[src/rtl/mem_access_stage_pkg.sv]
// rtl/mem_access_stage_pkg.sv - shared widths, size encodings, FSM states and MEM/WB record
package mem_access_stage_pkg;

    localparam int DATA_W     = 32;
    localparam int ADDR_W     = 32;
    localparam int REG_ADDR_W = 5;
    localparam int CP0_ADDR_W = 8;

    localparam logic [3:0] SEL_BYTE = 4'b0001;
    localparam logic [3:0] SEL_HALF = 4'b0011;
    localparam logic [3:0] SEL_WORD = 4'b1111;

    typedef enum logic [1:0] {
        ST_IDLE  = 2'd0,
        ST_WAIT  = 2'd1,
        ST_DRAIN = 2'd2
    } state_e;

    typedef struct packed {
        logic                  mem_read;
        logic                  mem_write;
        logic                  sign_ext;
        logic [3:0]            sel;
        logic [DATA_W-1:0]     result;
        logic                  wr_en;
        logic [REG_ADDR_W-1:0] wr_addr;
        logic                  hilo_we;
        logic [DATA_W-1:0]     hi;
        logic [DATA_W-1:0]     lo;
        logic                  cp0_we;
        logic [CP0_ADDR_W-1:0] cp0_addr;
        logic [DATA_W-1:0]     cp0_wdata;
        logic [ADDR_W-1:0]     pc;
    } memwb_t;

endpackage

[src/rtl/mem_access_stage_if.sv]
// rtl/mem_access_stage_if.sv - data-RAM request/ack handshake between MEM stage and RAM
interface mem_access_stage_if;
    import mem_access_stage_pkg::*;

    logic              ram_en;
    logic [3:0]        ram_write_en;
    logic [ADDR_W-1:0] ram_addr;
    logic [DATA_W-1:0] ram_write_data;
    logic [DATA_W-1:0] ram_rdata;
    logic              ram_ack;

    modport master (
        output ram_en, ram_write_en, ram_addr, ram_write_data,
        input  ram_rdata, ram_ack
    );

    modport slave (
        input  ram_en, ram_write_en, ram_addr, ram_write_data,
        output ram_rdata, ram_ack
    );

endinterface

[src/rtl/mem_access_stage_align.sv]
// rtl/mem_access_stage_align.sv - alignment check, byte strobes and lane replication for one access
module mem_req_align
    import mem_access_stage_pkg::*;
(
    input  logic [ADDR_W-1:0] addr_i,
    input  logic [3:0]        sel_i,
    input  logic [DATA_W-1:0] wdata_i,
    input  logic              wr_i,
    output logic              aligned_o,
    output logic [3:0]        strobe_o,
    output logic [DATA_W-1:0] wdata_o,
    output logic [ADDR_W-1:0] word_addr_o
);

    // Unknown size encodings fall into the word arm.
    always_comb begin
        aligned_o = 1'b1;
        strobe_o  = SEL_WORD;
        wdata_o   = wdata_i;
        case (sel_i)
            SEL_BYTE: begin
                strobe_o = SEL_BYTE << addr_i[1:0];
                wdata_o  = {4{wdata_i[7:0]}};
            end
            SEL_HALF: begin
                aligned_o = ~addr_i[0];
                strobe_o  = SEL_HALF << addr_i[1:0];
                wdata_o   = {2{wdata_i[15:0]}};
            end
            default: aligned_o = (addr_i[1:0] == 2'b00);
        endcase
        if (!wr_i) begin
            strobe_o = 4'b0000;
        end
    end

    assign word_addr_o = {addr_i[ADDR_W-1:2], 2'b00};

endmodule

[src/rtl/mem_access_stage.sv]
// rtl/mem_access_stage.sv - MEM stage: RAM handshake FSM, misalignment detect, MEM/WB register
module mem_access_stage
    import mem_access_stage_pkg::*;
(
    input  logic                  clk,
    input  logic                  rst,
    input  logic                  flush,
    input  logic                  ex_valid,
    input  logic                  mem_read_flag_in,
    input  logic                  mem_write_flag_in,
    input  logic                  mem_sign_ext_flag_in,
    input  logic [3:0]            mem_sel_in,
    input  logic [DATA_W-1:0]     mem_write_data_in,
    input  logic [DATA_W-1:0]     result_in,
    input  logic                  write_reg_en_in,
    input  logic [REG_ADDR_W-1:0] write_reg_addr_in,
    input  logic                  hilo_write_en_in,
    input  logic [DATA_W-1:0]     hi_in,
    input  logic [DATA_W-1:0]     lo_in,
    input  logic                  cp0_write_en_in,
    input  logic [CP0_ADDR_W-1:0] cp0_addr_in,
    input  logic [DATA_W-1:0]     cp0_write_data_in,
    input  logic [ADDR_W-1:0]     debug_pc_addr_in,
    mem_access_stage_if.master    ram,
    output logic                  stall_req,
    output logic                  adel,
    output logic                  ades,
    output logic [ADDR_W-1:0]     bad_vaddr,
    output logic [DATA_W-1:0]     ram_read_data,
    output logic                  mem_read_flag,
    output logic                  mem_write_flag,
    output logic                  mem_sign_ext_flag,
    output logic [3:0]            mem_sel,
    output logic [DATA_W-1:0]     result_out,
    output logic                  write_reg_en_out,
    output logic [REG_ADDR_W-1:0] write_reg_addr_out,
    output logic                  hilo_write_en_out,
    output logic [DATA_W-1:0]     hi_out,
    output logic [DATA_W-1:0]     lo_out,
    output logic                  cp0_write_en_out,
    output logic [CP0_ADDR_W-1:0] cp0_addr_out,
    output logic [DATA_W-1:0]     cp0_write_data_out,
    output logic [ADDR_W-1:0]     debug_pc_addr_out
);

    state_e            state_q, state_d;
    memwb_t            memwb_q, memwb_d, incoming;
    logic [DATA_W-1:0] rdata_q, rdata_d;
    logic              aligned, is_mem, mem_op, misaligned, req_en;
    logic [3:0]        strobe;
    logic [DATA_W-1:0] rep_data;
    logic [ADDR_W-1:0] word_addr;

    mem_req_align u_align (
        .addr_i      (result_in),
        .sel_i       (mem_sel_in),
        .wdata_i     (mem_write_data_in),
        .wr_i        (mem_write_flag_in),
        .aligned_o   (aligned),
        .strobe_o    (strobe),
        .wdata_o     (rep_data),
        .word_addr_o (word_addr)
    );

    assign is_mem     = ex_valid & (mem_read_flag_in | mem_write_flag_in);
    assign mem_op     = is_mem & aligned & ~flush & ~rst;
    assign misaligned = is_mem & ~aligned & ~flush & ~rst & (state_q != ST_DRAIN);

    assign incoming = '{
        mem_read:  mem_read_flag_in,
        mem_write: mem_write_flag_in,
        sign_ext:  mem_sign_ext_flag_in,
        sel:       mem_sel_in,
        result:    result_in,
        wr_en:     write_reg_en_in & ~(is_mem & ~aligned),
        wr_addr:   write_reg_addr_in,
        hilo_we:   hilo_write_en_in,
        hi:        hi_in,
        lo:        lo_in,
        cp0_we:    cp0_write_en_in,
        cp0_addr:  cp0_addr_in,
        cp0_wdata: cp0_write_data_in,
        pc:        debug_pc_addr_in
    };

    // MEM/WB defaults to a bubble; only a retiring instruction overrides it.
    always_comb begin
        state_d   = state_q;
        memwb_d   = '0;
        rdata_d   = rdata_q;
        req_en    = 1'b0;
        stall_req = 1'b0;
        case (state_q)
            ST_IDLE: begin
                req_en    = mem_op;
                stall_req = mem_op & ~ram.ram_ack;
                if (mem_op && !ram.ram_ack) begin
                    state_d = ST_WAIT;
                end else if (ex_valid && !flush) begin
                    memwb_d = incoming;
                    if (mem_op && mem_read_flag_in) begin
                        rdata_d = ram.ram_rdata;
                    end
                end
            end
            ST_WAIT: begin
                req_en    = 1'b1;
                stall_req = ~ram.ram_ack;
                if (ram.ram_ack) begin
                    state_d = ST_IDLE;
                    if (!flush) begin
                        memwb_d = incoming;
                        if (mem_read_flag_in) begin
                            rdata_d = ram.ram_rdata;
                        end
                    end
                end else if (flush) begin
                    state_d = ST_DRAIN;
                end
            end
            ST_DRAIN: begin
                stall_req = ~ram.ram_ack;
                if (ram.ram_ack) begin
                    state_d = ST_IDLE;
                end
            end
            default: state_d = ST_IDLE;
        endcase
    end

    always_ff @(posedge clk or posedge rst) begin
        if (rst) begin
            state_q <= ST_IDLE;
            memwb_q <= '0;
            rdata_q <= '0;
        end else begin
            state_q <= state_d;
            memwb_q <= memwb_d;
            rdata_q <= rdata_d;
        end
    end

    assign ram.ram_en         = req_en;
    assign ram.ram_write_en   = req_en ? strobe : 4'b0000;
    assign ram.ram_addr       = req_en ? word_addr : '0;
    assign ram.ram_write_data = req_en ? rep_data : '0;

    assign adel      = misaligned & mem_read_flag_in;
    assign ades      = misaligned & mem_write_flag_in;
    assign bad_vaddr = misaligned ? result_in : '0;

    assign ram_read_data      = rdata_q;
    assign mem_read_flag      = memwb_q.mem_read;
    assign mem_write_flag     = memwb_q.mem_write;
    assign mem_sign_ext_flag  = memwb_q.sign_ext;
    assign mem_sel            = memwb_q.sel;
    assign result_out         = memwb_q.result;
    assign write_reg_en_out   = memwb_q.wr_en;
    assign write_reg_addr_out = memwb_q.wr_addr;
    assign hilo_write_en_out  = memwb_q.hilo_we;
    assign hi_out             = memwb_q.hi;
    assign lo_out             = memwb_q.lo;
    assign cp0_write_en_out   = memwb_q.cp0_we;
    assign cp0_addr_out       = memwb_q.cp0_addr;
    assign cp0_write_data_out = memwb_q.cp0_wdata;
    assign debug_pc_addr_out  = memwb_q.pc;

endmodule

[src/flat_wrapper.sv]
// flat-port wrapper written by rule: the top's interface ports become plain ports
module mem_access_stage_flat import mem_access_stage_pkg::*;
  (clk, rst, flush, ex_valid, mem_read_flag_in, mem_write_flag_in, mem_sign_ext_flag_in, mem_sel_in, mem_write_data_in, result_in, write_reg_en_in, write_reg_addr_in, hilo_write_en_in, hi_in, lo_in, cp0_write_en_in, cp0_addr_in, cp0_write_data_in, debug_pc_addr_in, stall_req, adel, ades, bad_vaddr, ram_read_data, mem_read_flag, mem_write_flag, mem_sign_ext_flag, mem_sel, result_out, write_reg_en_out, write_reg_addr_out, hilo_write_en_out, hi_out, lo_out, cp0_write_en_out, cp0_addr_out, cp0_write_data_out, debug_pc_addr_out, ram_ram_en, ram_ram_write_en, ram_ram_addr, ram_ram_write_data, ram_ram_rdata, ram_ram_ack);
  mem_access_stage_if ram_i ();
  input  logic clk;
  input  logic rst;
  input  logic flush;
  input  logic ex_valid;
  input  logic mem_read_flag_in;
  input  logic mem_write_flag_in;
  input  logic mem_sign_ext_flag_in;
  input  logic [3:0] mem_sel_in;
  input  logic [DATA_W-1:0] mem_write_data_in;
  input  logic [DATA_W-1:0] result_in;
  input  logic write_reg_en_in;
  input  logic [REG_ADDR_W-1:0] write_reg_addr_in;
  input  logic hilo_write_en_in;
  input  logic [DATA_W-1:0] hi_in;
  input  logic [DATA_W-1:0] lo_in;
  input  logic cp0_write_en_in;
  input  logic [CP0_ADDR_W-1:0] cp0_addr_in;
  input  logic [DATA_W-1:0] cp0_write_data_in;
  input  logic [ADDR_W-1:0] debug_pc_addr_in;
  output logic stall_req;
  output logic adel;
  output logic ades;
  output logic [ADDR_W-1:0] bad_vaddr;
  output logic [DATA_W-1:0] ram_read_data;
  output logic mem_read_flag;
  output logic mem_write_flag;
  output logic mem_sign_ext_flag;
  output logic [3:0] mem_sel;
  output logic [DATA_W-1:0] result_out;
  output logic write_reg_en_out;
  output logic [REG_ADDR_W-1:0] write_reg_addr_out;
  output logic hilo_write_en_out;
  output logic [DATA_W-1:0] hi_out;
  output logic [DATA_W-1:0] lo_out;
  output logic cp0_write_en_out;
  output logic [CP0_ADDR_W-1:0] cp0_addr_out;
  output logic [DATA_W-1:0] cp0_write_data_out;
  output logic [ADDR_W-1:0] debug_pc_addr_out;
  output wire logic [$bits(ram_i.ram_en)-1:0] ram_ram_en;
  output wire logic [$bits(ram_i.ram_write_en)-1:0] ram_ram_write_en;
  output wire logic [$bits(ram_i.ram_addr)-1:0] ram_ram_addr;
  output wire logic [$bits(ram_i.ram_write_data)-1:0] ram_ram_write_data;
  input wire logic [$bits(ram_i.ram_rdata)-1:0] ram_ram_rdata;
  input wire logic [$bits(ram_i.ram_ack)-1:0] ram_ram_ack;
  assign ram_ram_en = ram_i.ram_en;
  assign ram_ram_write_en = ram_i.ram_write_en;
  assign ram_ram_addr = ram_i.ram_addr;
  assign ram_ram_write_data = ram_i.ram_write_data;
  assign ram_i.ram_rdata = ram_ram_rdata;
  assign ram_i.ram_ack = ram_ram_ack;
  mem_access_stage u_core (.clk(clk), .rst(rst), .flush(flush), .ex_valid(ex_valid), .mem_read_flag_in(mem_read_flag_in), .mem_write_flag_in(mem_write_flag_in), .mem_sign_ext_flag_in(mem_sign_ext_flag_in), .mem_sel_in(mem_sel_in), .mem_write_data_in(mem_write_data_in), .result_in(result_in), .write_reg_en_in(write_reg_en_in), .write_reg_addr_in(write_reg_addr_in), .hilo_write_en_in(hilo_write_en_in), .hi_in(hi_in), .lo_in(lo_in), .cp0_write_en_in(cp0_write_en_in), .cp0_addr_in(cp0_addr_in), .cp0_write_data_in(cp0_write_data_in), .debug_pc_addr_in(debug_pc_addr_in), .ram(ram_i), .stall_req(stall_req), .adel(adel), .ades(ades), .bad_vaddr(bad_vaddr), .ram_read_data(ram_read_data), .mem_read_flag(mem_read_flag), .mem_write_flag(mem_write_flag), .mem_sign_ext_flag(mem_sign_ext_flag), .mem_sel(mem_sel), .result_out(result_out), .write_reg_en_out(write_reg_en_out), .write_reg_addr_out(write_reg_addr_out), .hilo_write_en_out(hilo_write_en_out), .hi_out(hi_out), .lo_out(lo_out), .cp0_write_en_out(cp0_write_en_out), .cp0_addr_out(cp0_addr_out), .cp0_write_data_out(cp0_write_data_out), .debug_pc_addr_out(debug_pc_addr_out));
endmodule
[config.mk]
export PLATFORM = sky130hd
export DESIGN_NAME = mem_access_stage_flat
export DESIGN_NICKNAME = d
export VERILOG_FILES = /design/src/rtl/mem_access_stage_pkg.sv /design/src/rtl/mem_access_stage_if.sv /design/src/rtl/mem_access_stage_align.sv /design/src/rtl/mem_access_stage.sv /design/src/flat_wrapper.sv
export SDC_FILE = /design/constraint.sdc
export NUM_CORES = 1
export LEC_CHECK = 0
export BUFFER_PORTS_ARGS = -buffer_cell sky130_fd_sc_hd__buf_4
export CAP_MARGIN = 20
export CORE_AREA = 2 2 220 222
export CTS_CLUSTER_DIAMETER = 50
export CTS_CLUSTER_SIZE = 25
export DETAILED_ROUTE_END_ITERATION = 6
export DIE_AREA = 0 0 222 224
export PLACE_DENSITY = 0.51
export SLEW_MARGIN = 20
export SYNTH_ARGS = -nofsm -noshare
export SYNTH_HDL_FRONTEND = slang
export SYNTH_HIERARCHICAL = 1
export SYNTH_SLANG_ARGS = --single-unit
[constraint.sdc]
create_clock -name clk -period 11.25 [get_ports clk]
set_input_delay 1.125 -clock clk [delete_from_list [all_inputs] [get_ports clk]]
set_output_delay 1.125 -clock clk [all_outputs]
set_load 0.05 [all_outputs]
# ---- Word level (Yosys, flattened, before mapping)
# Index checks and enable logic that the tools add are counted.
dict set report classes {
  multipliers 0
  div 0
  add_sub_neg 0
  eq_ne 14
  bitwise_logic 19
  n_shift 2
  muxes 27
  reduce_logical 11
  magnitude_cmp 0
}
# operator count
set op_table {}
lappend op_table {{$mux 183} 4}
lappend op_table {{$pmux 183 s2} 1}
lappend op_table {{$mux 32} 9}
lappend op_table {{$pmux 32 s2} 2}
lappend op_table {{$and 1x1->1} 12}
lappend op_table {{$ne 2x2->1 const B} 6}
lappend op_table {{$mux 2} 4}
lappend op_table {{$mux 4} 2}
lappend op_table {{$pmux 4 s2} 1}
lappend op_table {{$reduce_and 7->1} 1}
lappend op_table {{$ne 2x1->1 const B} 3}
lappend op_table {{$not 1->1} 6}
lappend op_table {{$pmux 1 s2} 3}
lappend op_table {{$pmux 2 s3} 1}
lappend op_table {{$eq 4x1->1 const B} 1}
lappend op_table {{$eq 4x2->1 const B} 1}
lappend op_table {{$logic_not 2->1} 2}
lappend op_table {{$shl 1x2->4 const A} 1}
lappend op_table {{$shl 2x2->4 const A} 1}
lappend op_table {{$logic_and 1x1->1} 3}
lappend op_table {{$ne 3x3->1 const B} 1}
lappend op_table {{$reduce_and 3->1} 1}
lappend op_table {{$eq 2x1->1 const B} 1}
lappend op_table {{$eq 2x2->1 const B} 1}
lappend op_table {{other kinds (4)} 5}
dict set report word_totals {
  output_inout_bits 319
  ram_bits 0
  mem_bits_ro 0
  latch_bits 0
  input_bits 252
  wordCells 89
  n_memories 0
  regBits 217
}

# ---- Logic depth before layout (Yosys ltp)
# Gate-level depths: netlist of run 1.
dict set report logic_depth {
  ltp_word 10
  ltp_mapped 8
  ltp_nobuf 6
}

# ---- By module
# Netlist of run 1, hierarchy kept.
# mod n_inst cells_per_inst area_each_um2
set by_module_without_submodules {}
lappend by_module_without_submodules {mem_access_stage 1 601 8105.3}
lappend by_module_without_submodules {mem_req_align 1 91 792.0}

# ---- Worst setup path after synthesis of run 1
# Ideal clock, no wire load.
dict set report synth_path {
  path_type {in2out}
  from {in mem_sel_in[3]}
  to {out ram_ram_write_data[12]}
  cell_stages 7
  slack_ps 6744
  t_arrival_ps 3381
  path_buffers 2
  required_ps 10125
  path_cell_list {nor4b_4 -> a2bb2oi_1 -> and4_4 -> nor2_4 -> clkbuf_1 -> buf_2 -> nor2b_1}
}
dict set report synth_via {
  elab_chain_len 7
}
# item line
set synth_lines {}
lappend synth_lines {{start: declaration} flat_wrapper.sv:12} ;# input logic [3:0] mem_sel_in;
lappend synth_lines {{$eq 4x2->1 / $eq 4x1->1 (equally long branches)} mem_access_stage_align.sv:20} ;# case (sel_i)
lappend synth_lines {{$pmux 1 s2 *} mem_access_stage_align.sv:20}
lappend synth_lines {{net u_core.aligned} mem_access_stage.sv:49} ;# logic aligned, is_mem, mem_op, misaligned, req_en;
lappend synth_lines {{$and 1x1->1 * (3 in a row)} mem_access_stage.sv:66} ;# assign mem_op = is_mem & aligned & ~flush & ~rst;
lappend synth_lines {{$pmux 1 s2 *} mem_access_stage.sv:93} ;# case (state_q)
lappend synth_lines {{$mux 32 *} mem_access_stage.sv:146} ;# assign ram.ram_write_data = req_en ? rep_data : '0;
lappend synth_lines {{end: declaration} flat_wrapper.sv:46} ;# output wire logic [$bits(ram_i.ram_write_data)-1:0] ram_ram_write_data;
# Mark *: on every way through the listed nets, which the timed path passes. The rest lies on a longest branch.

# ---- Worst setup path in the final report of run 1
dict set report layout_path {
  from {in mem_sel_in[3]}
  to {out ram_ram_addr[17]}
}
dict set report layout_via {
  elab_chain_len 7
}
# item line
set layout_lines {}
lappend layout_lines {{$eq 4x2->1 / $eq 4x1->1 (equally long branches)} mem_access_stage_align.sv:20}
lappend layout_lines {{$pmux 1 s2 *} mem_access_stage_align.sv:20}
lappend layout_lines {{net u_core.aligned} mem_access_stage.sv:49}
lappend layout_lines {{$and 1x1->1 * (3 in a row)} mem_access_stage.sv:66}
lappend layout_lines {{$pmux 1 s2 *} mem_access_stage.sv:93}
lappend layout_lines {{$mux 32 *} mem_access_stage.sv:145} ;# assign ram.ram_addr = req_en ? word_addr : '0;
lappend layout_lines {{end: declaration} flat_wrapper.sv:45} ;# output wire logic [$bits(ram_i.ram_addr)-1:0] ram_ram_addr;
# Marked as above.

==> results_dict.tcl, run 1 <==
set metrics [dict create \
    outcome "finished clean" \
    synth_seq_cells 217 \
    design.portCount 571 \
    cp_slowest_cell "or3b_1" \
    rsz0062_at_grt "false" \
    root_buffer "clkbuf_16" \
    setup_viol_count_final 0 \
    seq_area_frac_synth_pct 61.0 \
    clock-sinks 217 \
    synthAdderAreaFrac_pct 0.563 \
    grt_pass1_wl_mm 44.7 \
    start_util_pct 18.8 \
    max_freq_mhz 216 \
    crit_fanout 69 \
    fin_nets 1482 \
    power_per_cell_area_nw_per_um2 230 \
    cts_hold_buf 0 \
    num_rows 80 \
    grt-busiest-layer "met2" \
    slowest_delay_ns 0.60 \
    antenna_found_initial 0 \
    post-route-min-period_ns 4.62 \
    tightest_slew_ns 0.943 \
    place_inst 1808 \
    crit_buf_inv 3 \
    leakage_uw 0.00743 \
    critPathRequiredTime_ns 10.13 \
    finalPower_uw 3370 \
    cts_resized 0 \
    nFillCells 4849 \
    gr-usage-all-layers_pct 11.7 \
    synth_top_family_by_area "simple AND/OR/NAND/NOR gates" \
    cts_made_buffers 31 \
    cts_setup_buffers 0 \
    stdcell_area_um2 14600 \
    slew_headroom_pct 37.0 \
    yosys_warnings 6 \
    wl_per_cell_um 16.3 \
    die_y_um 224 \
    viasPerCell 3.68 \
    synth_area_um2 8900 \
    ant_nets 0 \
    layout-drive-gt1-share_pct 56.4 \
    routed_wl_mm 30.3 \
    hp-class "flip-flop to flip-flop" \
    crit_chain "buf_4 -> or3b_1 -> a2bb2oi_1 -> and4_4 -> nor2_4 -> buf_4 -> nor2b_1 -> buf_4" \
    grt_use_met1_pct 13.1 \
    finalNonFillerCells 1864 \
    port_buffers 568 \
    cts.clk_slew.worst_paths_ns 0.06 \
    grt.overflow.total 0 \
    max_cap_viol_count 0 \
    cts_buffer_depth 3 \
    fin_crit_sh_pct 41.1 \
    globalRouteMet2Util_pct 20.6 \
    hold_viol_final 0 \
    multi_input_area_um2 2990 \
    hpwl_mm 23.3 \
    synth_cells 692 \
    setup-tns-final_ns 0 \
    globalRouteMet3Util_pct 3.74 \
    ir_worst_vdd_v 0.000103 \
    areaGrowthSynthToFinish_pct 64.6 \
    synthMuxAreaShare_pct 9.59 \
    critPathTopFamily "simple AND/OR/NAND/NOR gates" \
    fp.dieW_um 222 \
    cts_tree "built" \
    clk_latency_ns 0.57 \
    core_um2 47300 \
    cp_common_cell "buf_4" \
    avgSynthCellArea_um2 12.9 \
    grt_max_degree 90 \
    synth_compound_area_share_pct 1.24 \
    synth_cell_types 33 \
    drc 0 \
    fin_skew_ns 0.0137 \
    vias 6866 \
    start_kind "input pin" \
    crit_type "input pin to output port" \
    worstSetupEndpointType "output port" \
    critPathArrivalTime_ns 3.50 \
    first_pass_iters 4 \
    regArea_um2 5430 \
    synthSimpleGateAreaFrac_pct 21.7 \
    synth_xor_area_share_pct 0 \
    cts.htree.levels 1 \
    num_antenna_cells 0 \
    drt_first_iter_violations 197 \
    postPlaceCellArea_um2 13500 \
    grt_pass1_vias 7427 \
    gp_congestion 0.773 \
    die_area_um2 49700 \
    slew_viol_final 0 \
]
layer usage:
metal | wire (um) | vias up
met1 | 11400 | 3266
met4 | 962 | 0
met2 | 15400 | 349
met5 | 0 | -
li1 | - | 3201
met3 | 2550 | 50
report_power, final:
group | internal (uW) | total, uW | leakage (uW) | switching (uW)
registers | 930 | 991 | 0.00289 | 61.2
logic | 425 | 1370 | 0.00401 | 950
clock network | 607 | 1000 | 0.000525 | 397
total | 1960 | 3370 | 0.00743 | 1410
area by class of cell:
| type | count | share of cell area (%) |
|---|---|---|
| timing repair buffer | 576 | 29.5 |
| sequential | 217 | 37.1 |
| clock inverter | 22 | 1.94 |
| clock buffer | 34 | 5.58 |
| multi-input combinational | 393 | 20.4 |
| inverter | 7 | 0.231 |
| tap | 615 | 5.25 |
flip-flops by register name (all words and copies together) (netlist names):
| signal | count |
|---|---|
| u_core/hilo_write_en_out | 1 |
| u_core/write_reg_en_out | 1 |
| u_core/cp0_write_en_out | 1 |
| u_core/debug_pc_addr_out | 32 |
| u_core/cp0_write_data_out | 32 |
| u_core/mem_read_flag | 1 |
| u_core/result_out | 32 |
| u_core/lo_out | 32 |
| u_core/write_reg_addr_out | 5 |
| u_core/mem_sign_ext_flag | 1 |
| u_core/mem_sel | 4 |
| u_core/hi_out | 32 |
| u_core/cp0_addr_out | 8 |
| u_core/mem_write_flag | 1 |
| u_core/state_q | 2 |
| u_core/ram_read_data | 32 |
Yosys cell counts (all sizes together):
master   instances  area [um^2]
and2            35          219
mux2            64          833
buf             66          452
nor2b          252         1580
inv              7         26.3
o21ba            1         10.0
and4             1         11.3
nand3b           1         7.51
clkbuf          10         37.5
o311ai           1         8.76
a2bb2oi          1         8.76
o21bai           1         7.51
nor3             1         5.00
mux2i            2         20.0
conb             1         3.75
or3b             1         8.76
dfrtp          217         5430
a21oi            5         25.0
or2              1         6.26
o211a            1         17.5
ha               4         50.1
nand2b           2         12.5
o21ai            4         20.0
nor2             4         22.5
a31oi            2         12.5
nor3b            2         15.0
nor4b            2         38.8
nand2            3         11.3
per-stage QoR:
stage | hold slack [ns] | util, % | setup WS (ns)
finish | 0.510 | 30.9 | 6.63
global placement | 0.494 | 28.6 | 6.74
detailed placement | 0.495 | 28.6 | 6.63
floorplan | 0.525 | - | 4.19
CTS | 0.512 | 30.9 | 6.62
global route | 0.533 | 30.9 | 6.46
kinds of logic after synthesis:
family | after synthesis
DFF | 217
AOI/OAI and AO/OA | 16
adders and majority gates | 4
buffers and inverters | 83
other | 1
muxes | 66
and+or+nand+nor | 305
worst reg2reg max path, cell delays in order, from the launching register on:
cell	delay, ns
dfrtp_1	0.43
inv_1	0.09
ha_1	0.30
a21oi_1	0.18
nor3b_1	0.09
a31oi_4	0.42
buf_4	0.42
buf_4	0.57
nor2b_1	0.28
final timing paths:
| check | from | to | slack (ns) | depth (start not counted) |
|---|---|---|---|---|
| worst max-delay path | mem_sel_in[3] | ram_ram_addr[17] | 6.63 | 8 |
| worst max register to register | u_core/state_q[0] | u_core/lo_out[27] | 8.31 | 8 |
| max in group asynchronous | rst | u_core/lo_out[1] | 9.26 | 3 |
| worst min register to register | u_core/ram_read_data[11] | u_core/ram_read_data[11] | 0.51 | 1 |
| worst min-delay path | u_core/ram_read_data[11] | u_core/ram_read_data[11] | 0.51 | 1 |
| min in group asynchronous | rst | u_core/mem_sel[0] | 0.67 | 2 |
cells in the final DEF, fill, tap and decap left out, types with 2 or more instances in the layout:
| master | count |
|---|---|
| and2_1 | 35 |
| inv_6 | 3 |
| nor2b_1 | 252 |
| mux2i_1 | 2 |
| clkinv_4 | 4 |
| ha_1 | 4 |
| clkbuf_8 | 3 |
| nand2_1 | 3 |
| clkbuf_16 | 31 |
| inv_8 | 2 |
| a21oi_1 | 5 |
| nor4b_4 | 2 |
| nand2b_1 | 2 |
| clkinvlp_4 | 4 |
| clkinv_8 | 5 |
| o21ai_0 | 4 |
| dfrtp_1 | 217 |
| nor2_1 | 3 |
| buf_4 | 576 |
| conb_1 | 2 |
| mux2_4 | 30 |
| inv_1 | 6 |
| bufinv_16 | 3 |
| mux2_2 | 34 |
| clkinv_2 | 2 |
Note: power is estimated with default switching activity, not from simulation.
==> run 2: changes to the inputs <==
--- a/config.mk
+++ b/config.mk
@@ -7,12 +7,12 @@
 export LEC_CHECK = 0
 export BUFFER_PORTS_ARGS = -buffer_cell sky130_fd_sc_hd__buf_4
 export CAP_MARGIN = 20
-export CORE_AREA = 2 2 220 222
+export CORE_AREA = 2 2 219 221
 export CTS_CLUSTER_DIAMETER = 50
 export CTS_CLUSTER_SIZE = 25
 export DETAILED_ROUTE_END_ITERATION = 6
-export DIE_AREA = 0 0 222 224
-export PLACE_DENSITY = 0.51
+export DIE_AREA = 0 0 221 223
+export PLACE_DENSITY = 0.53
 export SLEW_MARGIN = 20
 export SYNTH_ARGS = -nofsm -noshare
 export SYNTH_HDL_FRONTEND = slang
==> constraint.sdc (replaced) <==
create_clock -name clk -period 4.12 [get_ports clk]
set_input_delay 0.412 -clock clk [delete_from_list [all_inputs] [get_ports clk]]
set_output_delay 0.412 -clock clk [all_outputs]
set_load 0.05 [all_outputs]
==> results_dict.tcl, run 2 (synthesis results as in run 1) <==
set metrics [dict create \
    nFillCells 4831 \
    slowest_delay_ns 0.39 \
    rsz0062_at_grt "false" \
    hold_ws_ns 0.0635 \
    max_cap_viol_count 0 \
    grt.overflow.total 0 \
    grt_max_degree 146 \
    vias 6946 \
    clk_latency_ns 0.56 \
    slew_viol_final 0 \
    clkPwrFrac_pct 28.3 \
    routed_wl_mm 30.5 \
    regArea_um2 5430 \
    root_buffer "clkbuf_16" \
    cp_common_cell "buf_4" \
    tightest_slew_ns 1.04 \
    cts_setup_buffers 0 \
    cts.clk_slew.worst_paths_ns 0.07 \
    layout_commonest_cell "buf_4" \
    combPwrFrac_pct 41.7 \
    switching_share_pct 42.9 \
    antenna_found_initial 4 \
    fin_nets 1481 \
    ir_worst_vdd_v 0.000495 \
    clock-sinks 217 \
    start_util_pct 18.9 \
    drc 0 \
    worstSetupEndpointType "output port" \
    port_buffers 568 \
    num_rows 80 \
    drt_first_iter_violations 260 \
    design.portCount 571 \
    fin_skew_ns 0.0272 \
    leakage_uw 0.00739 \
    fin_crit_sh_pct 75.8 \
    first_pass_iters 4 \
    start_kind "input pin" \
    p_sw_uw 3870 \
    fp.dieW_um 221 \
    crit_chain "buf_4 -> or3b_1 -> buf_4 -> a2bb2oi_1 -> and4_4 -> nor2_4 -> buf_4 -> nor2b_1 -> buf_4" \
    cts_tree "built" \
    layout-drive-gt1-share_pct 56.3 \
    grt_pass1_vias 7259 \
    hold_viol_final 0 \
    areaGrowthSynthToFinish_pct 64.1 \
    slew_headroom_pct 30.4 \
    intPower_uw 5140 \
    hpwl_mm 23.3 \
    critPathArrivalTime_ns 2.71 \
    final_cell_mix "573 x buf_4, 252 x nor2b_1, 217 x dfrtp_1, 35 x and2_1, 34 x mux2_2" \
    die_area_um2 49300 \
    crit_type "input pin to output port" \
    setup_viol_count_final 0 \
    crit_fanout 69 \
    gr-usage-all-layers_pct 11.8 \
    cts_resized 0 \
    viasPerCell 3.72 \
    cp_slowest_cell "a2bb2oi_1" \
    wl_per_cell_um 16.3 \
    max_freq_mhz 320 \
    cts_buffer_depth 3 \
    outcome "finished clean" \
    setup-tns-final_ns 0 \
    grt_pass1_wl_mm 45.0 \
    multi_input_area_um2 2980 \
    post-route-min-period_ns 3.12 \
    cts_hold_buf 1 \
    core_um2 47100 \
    power_per_cell_area_nw_per_um2 617 \
    critPathRequiredTime_ns 3.71 \
    die_y_um 223 \
    gp_congestion 0.772 \
    cts.htree.levels 1 \
    ant_nets 0 \
    seq_power_share_pct 30.0 \
    cts_made_buffers 29 \
    hp-class "input pin to flip-flop" \
]
run 2: area by class of cell:
type / count / share of cell area (%)
multi-input combinational: 393 / 20.4
clock buffer: 30 / 5.06
inverter: 7 / 0.206
clock inverter: 24 / 1.84
timing repair buffer: 577 / 29.9
sequential: 217 / 37.2
antenna: 3 / 0.0514
tap: 615 / 5.27
run 2: metal layers:
layer	up-vias	global-route usage [%]	share of wire, %	routed length, um
met2	366	20.5	51	15500
met1	3311	13.4	38	11500
met3	54	3.70	8.3	2520
met4	2	4.63	3.3	992
met5	-	0	0.030	9
li1	3213	-	-	-
run 2: stage by stage:
step                instances  worst slack, ns  total power [uW]  utilization [%]  instance area, um^2
floorplan                 693            0.882              5260                -                 8900
CTS                      1863            0.977              9160             31.0                14600
global route             1864            0.805              9400             31.0                14600
global placement         1808             1.02              6520             28.8                13600
finish                   1866            0.999              9010             31.0                14600
detailed placement       1808            0.984              6530             28.8                13600
run 2: power groups by stage:
stage          registers, uW  logic (uW)  clock network [uW]
2_1_floorplan           4220        1040                   0
3_3_place_gp            2740        3790                   0
3_5_place_dp            2740        3790                   0
4_1_cts                 2710        3800                2650
5_1_grt                 2750        3900                2750
6_report                2710        3760                2550
run 2: final timing paths:
check | startpoint | to | slack (ns) | cells after the start
max | mem_sel_in[3] | ram_ram_addr[7] | 1.0 | 9
min reg2reg | u_core/ram_read_data[29] | u_core/ram_read_data[29] | 0.51 | 1
max reg2reg | u_core/state_q[0] | u_core/ram_read_data[29] | 1.74 | 5
min in group asynchronous | rst | u_core/state_q[0] | 0.56 | 4
min | debug_pc_addr_in[19] | u_core/debug_pc_addr_out[19] | 0.06 | 2
max in group asynchronous | rst | u_core/lo_out[25] | 2.66 | 4
run 2: worst max-delay path, delay by kind of cell:
family / cells / cell delay, ns
simple gates: 4 / 0.97
buf+inv: 4 / 0.87
compound gates: 1 / 0.39
